===== config.mk =====
export PLATFORM = sky130hd
export DESIGN_NAME = gate_array_pipe
export DESIGN_NICKNAME = d
export VERILOG_FILES = /design/src/rtl/gate_pkg.sv /design/src/rtl/gate_reduce_core.sv /design/src/rtl/gate_array_pipe.sv
export SDC_FILE = /design/constraint.sdc
export NUM_CORES = 1
export LEC_CHECK = 0
export CAP_MARGIN = 20
export CORE_AREA = 4 4 58 50
export CTS_CLUSTER_SIZE = 14
export DETAILED_ROUTE_END_ITERATION = 10
export DIE_AREA = 0 0 62 54
export GPL_TIMING_DRIVEN = 1
export PLACE_DENSITY = 0.82
export SETUP_SLACK_MARGIN = 0.3
export SYNTH_ARGS = -nofsm -noshare
export SYNTH_HDL_FRONTEND = slang
export SYNTH_SLANG_ARGS = --single-unit

===== constraint.sdc =====
create_clock -name clk -period 2.41 [get_ports clk]
set_input_delay 0.241 -clock clk [delete_from_list [all_inputs] [get_ports clk]]
set_output_delay 0.241 -clock clk [all_outputs]
set_load 0.02 [all_outputs]

===== src/rtl/gate_pkg.sv =====
// gate_pkg: logic-function mode encoding shared by the gate array pipeline.
package gate_pkg;

    localparam int MODE_W = 3;

    typedef enum logic [MODE_W-1:0] {
        MODE_OR   = 3'd0,
        MODE_AND  = 3'd1,
        MODE_XOR  = 3'd2,
        MODE_NOR  = 3'd3,
        MODE_NAND = 3'd4,
        MODE_XNOR = 3'd5
    } mode_e;

    function automatic logic is_legal_mode(input logic [MODE_W-1:0] m);
        return m <= MODE_XNOR;
    endfunction

endpackage


===== src/rtl/gate_reduce_core.sv =====
// gate_reduce_core: combinational bitwise reduction of NUM_IN operands under a selectable mode.
module gate_reduce_core
    import gate_pkg::*;
#(
    parameter int WIDTH  = 8,
    parameter int NUM_IN = 2
) (
    input  logic [NUM_IN*WIDTH-1:0] in_data,
    input  logic [MODE_W-1:0]       mode,
    output logic [WIDTH-1:0]        result,
    output logic                    err
);

    logic [WIDTH-1:0] or_r, and_r, xor_r;

    always_comb begin
        or_r  = '0;
        and_r = '1;
        xor_r = '0;
        for (int i = 0; i < NUM_IN; i++) begin
            or_r  = or_r  | in_data[i*WIDTH +: WIDTH];
            and_r = and_r & in_data[i*WIDTH +: WIDTH];
            xor_r = xor_r ^ in_data[i*WIDTH +: WIDTH];
        end
    end

    // Illegal modes fall through to OR.
    always_comb begin
        result = mode == MODE_AND  ? and_r  :
                 mode == MODE_XOR  ? xor_r  :
                 mode == MODE_NOR  ? ~or_r  :
                 mode == MODE_NAND ? ~and_r :
                 mode == MODE_XNOR ? ~xor_r : or_r;
    end

    assign err = !is_legal_mode(mode);

endmodule


===== src/rtl/gate_array_pipe.sv =====
// gate_array_pipe: registered NUM_IN-operand logic gate with valid/ready on both sides.
// Define STICKY_ACC_EN to add the acc_clr/acc_data sticky OR accumulator of handed-off results.
module gate_array_pipe
    import gate_pkg::*;
#(
    parameter int WIDTH  = 8,
    parameter int NUM_IN = 2
) (
    input  logic                    clk,
    input  logic                    rst,
    input  logic                    in_valid,
    output logic                    in_ready,
    input  logic [MODE_W-1:0]       in_mode,
    input  logic [NUM_IN*WIDTH-1:0] in_data,
    output logic                    out_valid,
    input  logic                    out_ready,
    output logic [WIDTH-1:0]        out_data,
    output logic                    out_zero,
    output logic                    out_err
`ifdef STICKY_ACC_EN
    ,
    input  logic                    acc_clr,
    output logic [WIDTH-1:0]        acc_data
`endif
);

    logic [WIDTH-1:0] res;
    logic             res_err;
    logic             accept;
    logic             valid_q, valid_d;
    logic [WIDTH-1:0] data_q, data_d;
    logic             zero_q, zero_d;
    logic             err_q, err_d;

    gate_reduce_core #(.WIDTH(WIDTH), .NUM_IN(NUM_IN)) u_core (
        .in_data(in_data),
        .mode   (in_mode),
        .result (res),
        .err    (res_err)
    );

    assign in_ready = !valid_q || out_ready;
    assign accept   = in_valid && in_ready;

    always_comb begin
        valid_d = accept || (valid_q && !out_ready);
        data_d  = accept ? res : data_q;
        zero_d  = accept ? (res == '0) : zero_q;
        err_d   = accept ? res_err : err_q;
    end

    always_ff @(posedge clk) begin
        if (rst) begin
            valid_q <= 1'b0;
            data_q  <= '0;
            zero_q  <= 1'b0;
            err_q   <= 1'b0;
        end else begin
            valid_q <= valid_d;
            data_q  <= data_d;
            zero_q  <= zero_d;
            err_q   <= err_d;
        end
    end

    assign out_valid = valid_q;
    assign out_data  = data_q;
    assign out_zero  = zero_q;
    assign out_err   = err_q;

`ifdef STICKY_ACC_EN
    logic [WIDTH-1:0] acc_q, acc_d;

    // Clear takes priority over a handoff on the same edge.
    always_comb begin
        acc_d = acc_clr ? '0 : (valid_q && out_ready) ? (acc_q | data_q) : acc_q;
    end

    always_ff @(posedge clk) begin
        if (rst) acc_q <= '0;
        else     acc_q <= acc_d;
    end

    assign acc_data = acc_q;
`endif

endmodule


==> impl_metrics.py, run 1 <==
metrics = {
    "status": {
        "status": "complete, no violations",
    },
    "hold_path": {
        "hp-start": "out_data[6]$_SDFFE_PP0P_",
        "min_path_type": "reg -> reg",
    },
    "drt": {
        "drt-wirelength-per-cell_um": 14.2,
        "vias_per_cell": 5.87,
        "antenna_left": 0,
        "drt-pass1-iter-count": 4,
        "route.detailed.drc": 0,
        "vias": 1169,
        "drt_iter0_drc": 45,
        "drt_wl_total_um": 2820,
    },
    "place": {
        "dp_hpwl_um": 2250,
        "placedCellCount": 195,
        "placed_cell_area_sq_mm": 0.00148,
        "place_congestion": 0.875,
        "dp_slack_ps": 124,
        "io_buffer_count": 34,
    },
    "critical_path": {
        "startpoint_type": "primary input",
        "required_ps": 2580,
        "worstPathArrival_ps": 2160,
        "max_stage_delay_ps": 620,
        "cp_slowest_cell": "clkdlybuf4s50_1",
        "crit_type": "in -> reg",
        "rr_startpoint": "out_valid$_SDFF_PP0_",
        "path_cells": "clkdlybuf4s50_1 -> buf_4 -> mux2_2 -> a211oi_1 -> nand3_1 -> o41ai_2",
        "crit_fanout": 11,
        "cp-startpoint": "in_mode[0]",
        "path_buf_inv": 2,
        "end_kind": "flop",
        "critPathTopFamily": "buffers and inverters",
    },
    "global_route": {
        "grt_pass1_vias": 1140,
        "grtUsageMet1": 0.192,
        "grt_max_degree": 14,
        "grt_busiest_layer": "met2",
        "use_met2": 0.326,
        "grt_pass1_wl_um": 4530,
        "grtUsageTotal": 0.178,
        "grt-ovfl-total": 0,
        "antenna_found_initial": 0,
        "met3_usage": 0.0528,
    },
    "power": {
        "total_power_mw": 0.574,
        "p_int_mw": 0.381,
        "seq_power_share": 0.352,
        "power.share.clock": 0.223,
        "switching_share": 0.336,
        "p_comb_frac": 0.426,
        "power.density_mw_per_mm2": 378,
        "peakVddDrop_v": 0.000338,
        "leakagePower_nw": 0.660,
        "p_switching_mw": 0.193,
    },
    "final_layout": {
        "syn2layout_area_growth_pct": 35.5,
        "design_area_sq_mm": 0.00152,
        "drive_above_1_share": 0.105,
        "fillerInstances": 210,
        "finalNonFillerCells": 199,
        "final_nets": 212,
        "insertedDiodeCount": 0,
    },
    "yosys": {
        "synthCells": 139,
        "netlist_area_sq_mm": 0.00112,
        "seq_area_frac_synth": 0.197,
        "ys_ff_latch": 11,
        "ys_top_cells_by_count": "inv_1 (18), ha_1 (16), a211oi_1 (12), nor2_1 (12)",
        "yosysTopAreaCell": "dfxtp_1",
        "ys_types": 30,
        "synth_top_area_share": 0.197,
        "yosys.cell_count.top_type": "inv_1",
        "async_reset_ff_frac": 0,
        "synth_ff_type": "dfxtp_1",
        "synth_edf_count": 0,
        "syn_nets": 178,
        "ys_warn_count": 0,
        "syn_avg_cell_area_sq_um": 8.06,
        "synthTopCellsByArea": "dfxtp_1 (20%), ha_1 (18%), a211oi_1 (8.0%), inv_1 (6.0%), mux2_2 (6.0%)",
    },
    "job": {
        "maxCapViolations": 0,
    },
    "clock_network": {
        "post_cts_buffers": 0,
        "clock_sinks": 11,
        "cts_max_level": 1,
        "clk_path_buf_depth": 2,
        "cts_tree": "done",
        "cts_hold_buf": 0,
        "clkLatencyLatePin_ps": 270,
        "clkTransAtPathRegs_ps": 70,
        "cts_made_buffers": 3,
        "clk_root_buffer_cell": "clkbuf_4",
    },
    "sta": {
        "finalSetupTns_ps": 0,
        "min_period_ps": 1990,
        "period_share": 0.824,
        "fin_skew_ps": 0.925,
        "slew_viol_final": 0,
        "setup_viol": 0,
        "worstMarginPinSlew_ps": 494,
        "slew_headroom": 0.670,
        "fmax_ghz": 0.503,
        "hold_violations": 0,
        "setup_ws_ps": 424,
        "rsz0062_at_grt": "no",
    },
    "floorplanning": {
        "initial_core_util": 0.478,
        "rows": 16,
        "die_w_um": 62,
        "die_y_um": 54,
        "die_area_sq_mm": 0.00335,
        "placeableCoreArea_sq_mm": 0.00234,
        "num_io_pins": 35,
    },
}
logic make-up after synthesis:
| kind of cell | Yosys count | synth area share |
|---|---|---|
| buffers and inverters | 28 | 0.109 |
| adder cells (fa/ha/maj) | 16 | 0.179 |
| AO/OA/AOI/OAI | 41 | 0.260 |
| AND/OR/NAND/NOR | 30 | 0.131 |
| multiplexers | 13 | 0.124 |
| flip-flops | 11 | 0.197 |
final cells by class:
cell class,instances,area [sq um],share of cell area
inverter,18,67.6,0.0445
clock buffer,4,26.3,0.0173
multi-input combinational,100,792,0.522
timing repair buffer,39,378,0.249
sequential,11,220,0.145
tap,27,33.8,0.0223
registers in the layout, indices dropped and copies added (netlist names):
| signal | count |
|---|---|
| out_valid | 1 |
| out_data | 8 |
| out_err | 1 |
| out_zero | 1 |
power groups by stage:
stage	registers [mW]	clock network, mW	logic, mW
finish	0.202	0.128	0.244
global route	0.203	0.142	0.268
CTS	0.202	0.131	0.239
detailed placement	0.206	0	0.238
global placement	0.206	0	0.227
floorplan	0.223	0	0.124
cell usage in the layout, fill, tap and decap left out, types with 2 or more instances in the layout:
cell	netlist	final
clkdlybuf4s50_1	0	34
inv_1	18	18
ha_1	16	16
nor2_1	12	12
a21oi_1	11	11
dfxtp_1	11	11
a211oi_1	12	10
mux2_2	6	6
mux2i_1	6	6
a311oi_1	6	6
buf_4	1	5
nand2b_1	4	4
nand2_1	4	4
o21ai_0	4	4
nor2b_1	3	3
o211ai_1	3	3
clkbuf_4	0	3
or3_1	2	2
a211oi_2	0	2
repair_timing:
item	in CTS	in global routing
resized for setup	0	3
hold endpoints to repair	0	0
endpoints found under the setup margin	0	1
final timing paths:
path	end	slack, ps	cells after the start
worst max-delay path	out_zero$_SDFFE_PP0P_	420	6
worst min-delay path	out_data[6]$_SDFFE_PP0P_	500	2
worst max register to register	out_data[3]$_SDFFE_PP0P_	1130	5
worst min register to register	out_data[6]$_SDFFE_PP0P_	500	2
metal layers:
metal | vias up | wire [um]
met5 | - | 0
met4 | 0 | 44
met2 | 49 | 1470
met1 | 544 | 1110
met3 | 6 | 193
li1 | 570 | -
per-stage QoR:
stage	hold slack, ps	utilization
2_1_floorplan	313	-
3_3_place_gp	470	0.630
3_5_place_dp	494	0.630
4_1_cts	504	0.642
5_1_grt	535	0.648
6_report	500	0.648
worst min-delay path, delay by kind of cell (launching register included):
| kind | cells | cell delay, ps |
|---|---|---|
| AOI/OAI and AO/OA | 1 | 50 |
| DFF | 1 | 310 |
| and+or+nand+nor | 1 | 90 |
(Power assumes the default switching activity.)
==> run 2, diff against run 1 <==
--- a/config.mk
+++ b/config.mk
@@ -6,12 +6,12 @@
 export NUM_CORES = 1
 export LEC_CHECK = 0
 export CAP_MARGIN = 20
-export CORE_AREA = 4 4 58 50
+export CORE_AREA = 4 4 63 54
 export CTS_CLUSTER_SIZE = 14
 export DETAILED_ROUTE_END_ITERATION = 10
-export DIE_AREA = 0 0 62 54
+export DIE_AREA = 0 0 67 58
 export GPL_TIMING_DRIVEN = 1
-export PLACE_DENSITY = 0.82
+export PLACE_DENSITY = 0.74
 export SETUP_SLACK_MARGIN = 0.3
 export SYNTH_ARGS = -nofsm -noshare
 export SYNTH_HDL_FRONTEND = slang
==> constraint.sdc (replaced) <==
create_clock -name clk -period 1.6 [get_ports clk]
set_input_delay 0.16 -clock clk [delete_from_list [all_inputs] [get_ports clk]]
set_output_delay 0.16 -clock clk [all_outputs]
set_load 0.02 [all_outputs]
==> run 2 against run 1 <==
Setup slack lost 180 ps. Register-to-register slack got worse by 680 ps. Largest power group unchanged. Sequential power grew 51%. Final area is 39% higher. Utilization is 13 points higher. Highest routed layer unchanged.
==> impl_metrics.py, run 2 (same netlist as run 1, synthesis figures left out) <==
metrics = {
    "final_layout": {
        "fin_util": 0.780,
        "mostFrequentLayoutCells": "buf_4 (33), dlygate4sd2_1 (14), nor2_1 (12)",
        "syn2layout_area_growth_pct": 88.0,
        "layout_commonest_cell": "buf_4",
        "design_area_sq_mm": 0.00211,
        "final_nets": 244,
        "largest_register_ffs": 8,
        "drive_above_1_share": 0.593,
        "finalNonFillerCells": 242,
        "insertedDiodeCount": 0,
    },
    "critical_path": {
        "startpoint_type": "primary input",
        "worstPathArrival_ps": 1530,
        "reg2reg_slack_ps": 450,
        "crit_type": "in -> reg",
        "end_kind": "flop",
        "rr_startpoint": "out_valid$_SDFF_PP0_",
        "cp-startpoint": "in_data[14]",
        "crit_fanout": 2,
        "required_ps": 1770,
    },
    "drt": {
        "drt-pass1-iter-count": 4,
        "drt_wl_total_um": 3790,
        "vias_per_cell": 5.41,
        "drt_iter0_drc": 60,
        "antenna_left": 0,
        "drt-wirelength-per-cell_um": 15.6,
        "route.detailed.drc": 0,
        "vias": 1310,
    },
    "power": {
        "peakVddDrop_v": 0.000569,
        "power.density_mw_per_mm2": 514,
        "power.share.clock": 0.174,
        "seq_power_share": 0.282,
        "switching_share": 0.359,
        "leakagePower_nw": 0.926,
        "total_power_mw": 1.08,
        "p_switching_mw": 0.389,
        "p_int_mw": 0.693,
        "p_comb_frac": 0.544,
    },
    "sta": {
        "hold_violations": 0,
        "slew_headroom": 0.664,
        "slew_viol_final": 0,
        "min_period_ps": 1360,
        "rsz0062_at_grt": "yes",
        "period_share": 0.847,
        "fmax_ghz": 0.738,
        "worstMarginPinSlew_ps": 503,
        "finalSetupTns_ps": 0,
        "setup_viol": 0,
        "fin_skew_ps": 3.05,
    },
    "place": {
        "placed_cell_area_sq_mm": 0.00176,
        "io_buffer_count": 34,
        "place_congestion": 0.843,
        "placedCellCount": 227,
        "dp_hpwl_um": 2440,
    },
    "status": {
        "status": "complete, no violations",
    },
    "floorplanning": {
        "rows": 17,
        "die_w_um": 67,
        "initial_core_util": 0.415,
        "num_io_pins": 35,
        "placeableCoreArea_sq_mm": 0.00270,
        "die_area_sq_mm": 0.00389,
        "die_y_um": 58,
    },
    "global_route": {
        "grt_pass1_wl_um": 5890,
        "grtUsageTotal": 0.194,
        "grt_pass1_vias": 1315,
        "antenna_found_initial": 0,
        "grt_max_degree": 16,
        "grt-ovfl-total": 0,
    },
    "clock_network": {
        "clk_root_buffer_cell": "clkbuf_4",
        "clk_path_buf_depth": 2,
        "clkTransAtPathRegs_ps": 70,
        "clkLatencyLatePin_ps": 270,
        "cts_max_level": 1,
        "clock_sinks": 11,
        "cts_hold_buf": 0,
        "cts_tree": "done",
        "cts_made_buffers": 3,
    },
    "hold_path": {
        "min_path_type": "in -> reg",
        "hp-start": "in_mode[2]",
    },
    "job": {
        "maxCapViolations": 0,
    },
}
## run 2: metrics by stage
stage               setup slack, ps  hold WS (ps)
global route                    141           468
detailed placement             -571           475
CTS                            95.3           486
floorplan                       233           232
global placement               -528           481
finish                          245           452
## run 2: layout make-up
type	instances	area, sq um
inverter	18	87.6
clock buffer	4	26.3
timing repair buffer	71	569
sequential	11	221
multi-input combinational	100	1150
tap	38	47.5
fill	177	596
## run 2: path summary, 6_finish.rpt
path | cells after the start | to
worst max-delay path | 7 | out_zero$_SDFFE_PP0P_
worst min-delay path | 4 | out_data[2]$_SDFFE_PP0P_
worst max register to register | 4 | out_zero$_SDFFE_PP0P_
worst min register to register | 2 | out_err$_SDFFE_PP0P_
## run 2: power by group through the flow
stage | clock network [mW] | logic, mW | registers, mW
6_report | 0.188 | 0.589 | 0.306
5_1_grt | 0.209 | 0.631 | 0.308
4_1_cts | 0.192 | 0.502 | 0.305
3_5_place_dp | 0 | 0.446 | 0.312
3_3_place_gp | 0 | 0.430 | 0.311
2_1_floorplan | 0 | 0.223 | 0.337
## run 2: per-layer routing
layer / wire, um / global-route usage / share of wire
met4: 15 / 0.0289 / 0.0040
met1: 1540 / 0.214 / 0.41
met3: 119 / 0.0446 / 0.031
met5: 0 / 0 / 0
met2: 2110 / 0.380 / 0.56
## run 2: what timing repair did
item | CTS | global route
pin swaps | 25 | 23
setup endpoints to repair | 21 | 9
resized for setup | 78 | 69
setup buffers | 8 | 2
gates cloned | 1 | 0
## run 2: worst max-delay path, stage by stage
cell and delay, ps:
buf_4 130, inv_4 50, ha_4 200, mux2_4 280, a211oi_4 220, nand4_1 140
o41ai_2 350
==> run 3, diff against run 2 <==
==> constraint.sdc (replaced) <==
create_clock -name clk -period 1.2 [get_ports clk]
set_input_delay 0.12 -clock clk [delete_from_list [all_inputs] [get_ports clk]]
set_output_delay 0.12 -clock clk [all_outputs]
set_load 0.02 [all_outputs]
==> run 3 against run 2 <==
The flow now finishes with violations (setup timing). Combinational power is 64% higher. Count of clock-buffer cells in the layout stayed put. Setup slack worse by 420 ps. Routed wire length is 40% higher. Register-to-register slack worse by 360 ps. Global-route usage is 4.2 points higher. Critical path depth is 2 higher. Cell count is 3.3% higher. First-iteration DRC count grew to 3.0 times the previous value. Largest power group unchanged.
==> impl_metrics.py, run 3 (same netlist as run 1, synthesis figures left out) <==
metrics = {
    "status": {
        "status": "finished with violations",
        "violations": "setup timing",
    },
    "sta": {
        "period_share": 1.14,
        "fmax_ghz": 0.728,
        "setup_ws_ps": -173,
        "rsz0062_at_grt": "yes",
        "fin_skew_ps": 3.69,
        "slew_viol_final": 0,
        "setup_viol": 3,
        "holdWs_ps": 329,
        "slew_headroom": 0.712,
        "worstMarginPinSlew_ps": 430,
        "min_period_ps": 1370,
        "hold_violations": 0,
    },
    "drt": {
        "drt-wirelength-per-cell_um": 21.2,
        "vias": 1466,
        "drt_wl_total_um": 5300,
        "drt_iter0_drc": 178,
        "antenna_left": 0,
        "vias_per_cell": 5.86,
        "drt-pass1-iter-count": 4,
        "route.detailed.drc": 0,
    },
    "power": {
        "peakVddDrop_v": 0.000577,
        "switching_share": 0.375,
        "seq_power_share": 0.253,
        "p_comb_frac": 0.583,
        "leakagePower_nw": 1.01,
        "power.density_mw_per_mm2": 692,
        "power.share.clock": 0.164,
        "p_int_mw": 1.03,
        "p_switching_mw": 0.621,
    },
    "clock_network": {
        "clkTransAtPathRegs_ps": 70,
        "clkLatencyLatePin_ps": 290,
        "clk_path_buf_depth": 2,
        "clock_sinks": 11,
        "cts_hold_buf": 0,
        "cts_max_level": 1,
        "cts_tree": "done",
        "cts_made_buffers": 3,
        "clk_root_buffer_cell": "clkbuf_4",
    },
    "final_layout": {
        "final_nets": 252,
        "mostFrequentLayoutCells": "buf_4 (34), buf_6 (32), nor2_1 (11)",
        "layout_commonest_cell": "buf_4",
        "fin_util": 0.886,
        "largest_register_ffs": 8,
        "finalNonFillerCells": 250,
        "insertedDiodeCount": 0,
        "design_area_sq_mm": 0.00239,
        "syn2layout_area_growth_pct": 114,
        "drive_above_1_share": 0.764,
    },
    "critical_path": {
        "rr_startpoint": "out_valid$_SDFF_PP0_",
        "required_ps": 1420,
        "path_cells": "buf_8 -> buf_12 -> buf_4 -> buf_6 -> mux2_4 -> o211ai_1 -> o31ai_2 -> o21ai_1 -> nor2b_1",
        "reg2reg_depth": 5,
        "crit_fanout": 7,
        "path_buf_inv": 4,
        "startpoint_type": "primary input",
        "worstPathArrival_ps": 1590,
        "end_kind": "flop",
        "path_depth": 9,
        "reg2reg_slack_ps": 90,
        "crit_type": "in -> reg",
        "reg2reg_to": "out_data[1]$_SDFFE_PP0P_",
        "cp_slowest_cell": "mux2_4",
        "max_stage_delay_ps": 290,
        "critPathTopFamily": "compound AO/OA/AOI/OAI gates",
    },
    "hold_path": {
        "hold_depth": 4,
        "min_path_type": "in -> reg",
        "hp-start": "in_mode[2]",
        "holdPathEnd": "out_zero$_SDFFE_PP0P_",
    },
    "global_route": {
        "grt_pass1_wl_um": 7080,
        "antenna_found_initial": 0,
        "grt-ovfl-total": 0,
        "grtUsageTotal": 0.236,
        "grt_max_degree": 15,
        "grt_pass1_vias": 1483,
    },
    "floorplanning": {
        "num_io_pins": 35,
        "initial_core_util": 0.415,
        "placeableCoreArea_sq_mm": 0.00270,
        "die_area_sq_mm": 0.00389,
        "die_y_um": 58,
        "die_w_um": 67,
        "rows": 17,
    },
    "place": {
        "placedCellCount": 233,
        "placed_cell_area_sq_mm": 0.00182,
        "dp_hpwl_um": 2550,
        "io_buffer_count": 34,
        "place_congestion": 0.839,
        "dp_slack_ps": -1030,
    },
    "job": {
        "maxCapViolations": 0,
    },
}
run 3: cell count changes in the layout (fill, tap and decap cells not counted), sizes merged:
cell / change
buf: +32
dlygate4sd2: -13
clkbuf: -10
clkdlybuf4s50: -1
run 3: area by class of cell:
class,count,area (sq um)
multi-input combinational,100,1220
timing repair buffer,79,774
fill,120,309
sequential,11,235
inverter,18,92.6
tap,38,47.5
clock buffer,4,26.3
run 3: stage by stage:
stage | power, mW | TNS [ps]
after global routing | 1.73 | -528
after CTS | 1.48 | -60.1
after detailed placement | 1.04 | -6600
final | 1.66 | -424
after global placement | 1.02 | -6260
after floorplan | 0.751 | -127
run 3: what timing repair did:
| action | in CTS | in global routing |
|---|---|---|
| pin swaps | 32 | 19 |
| cloned | 1 | 0 |
| hold endpoints to repair | 0 | 0 |
| setup endpoints to repair | 22 | 22 |
| setup buffers | 7 | 5 |
| gates resized for setup | 231 | 45 |
run 3: power by group through the flow:
stage          logic, mW  clock network, mW  registers (mW)
3_5_place_dp       0.627                  0           0.416
5_1_grt             1.01              0.303           0.422
4_1_cts            0.815              0.261           0.407
6_report           0.965              0.272           0.419
2_1_floorplan      0.303                  0           0.448
3_3_place_gp       0.607                  0           0.414
run 3: how the worst max path moves through the flow:
stage / start / to
floorplan: in_data[13] / out_zero$_SDFFE_PP0P_
global placement: in_data[13] / out_zero$_SDFFE_PP0P_
detailed placement: in_data[13] / out_zero$_SDFFE_PP0P_
CTS: in_data[12] / out_zero$_SDFFE_PP0P_
global route: in_mode[0] / out_data[5]$_SDFFE_PP0P_
finish: in_mode[0] / out_data[5]$_SDFFE_PP0P_
run 3: worst register-to-register path, cell delays in order, from the launching register on:
cell      delay (ps)
dfxtp_4          370
nand2b_4          70
and2_4           150
buf_12           140
nor2_1           200
a211oi_2          70
run 3: routing by layer:
metal	vias up	wire length (um)	global-route usage
li1	643	-	-
met1	706	1960	0.253
met2	87	2710	0.437
met3	30	364	0.0581
met4	0	265	0.0954
met5	-	0	0
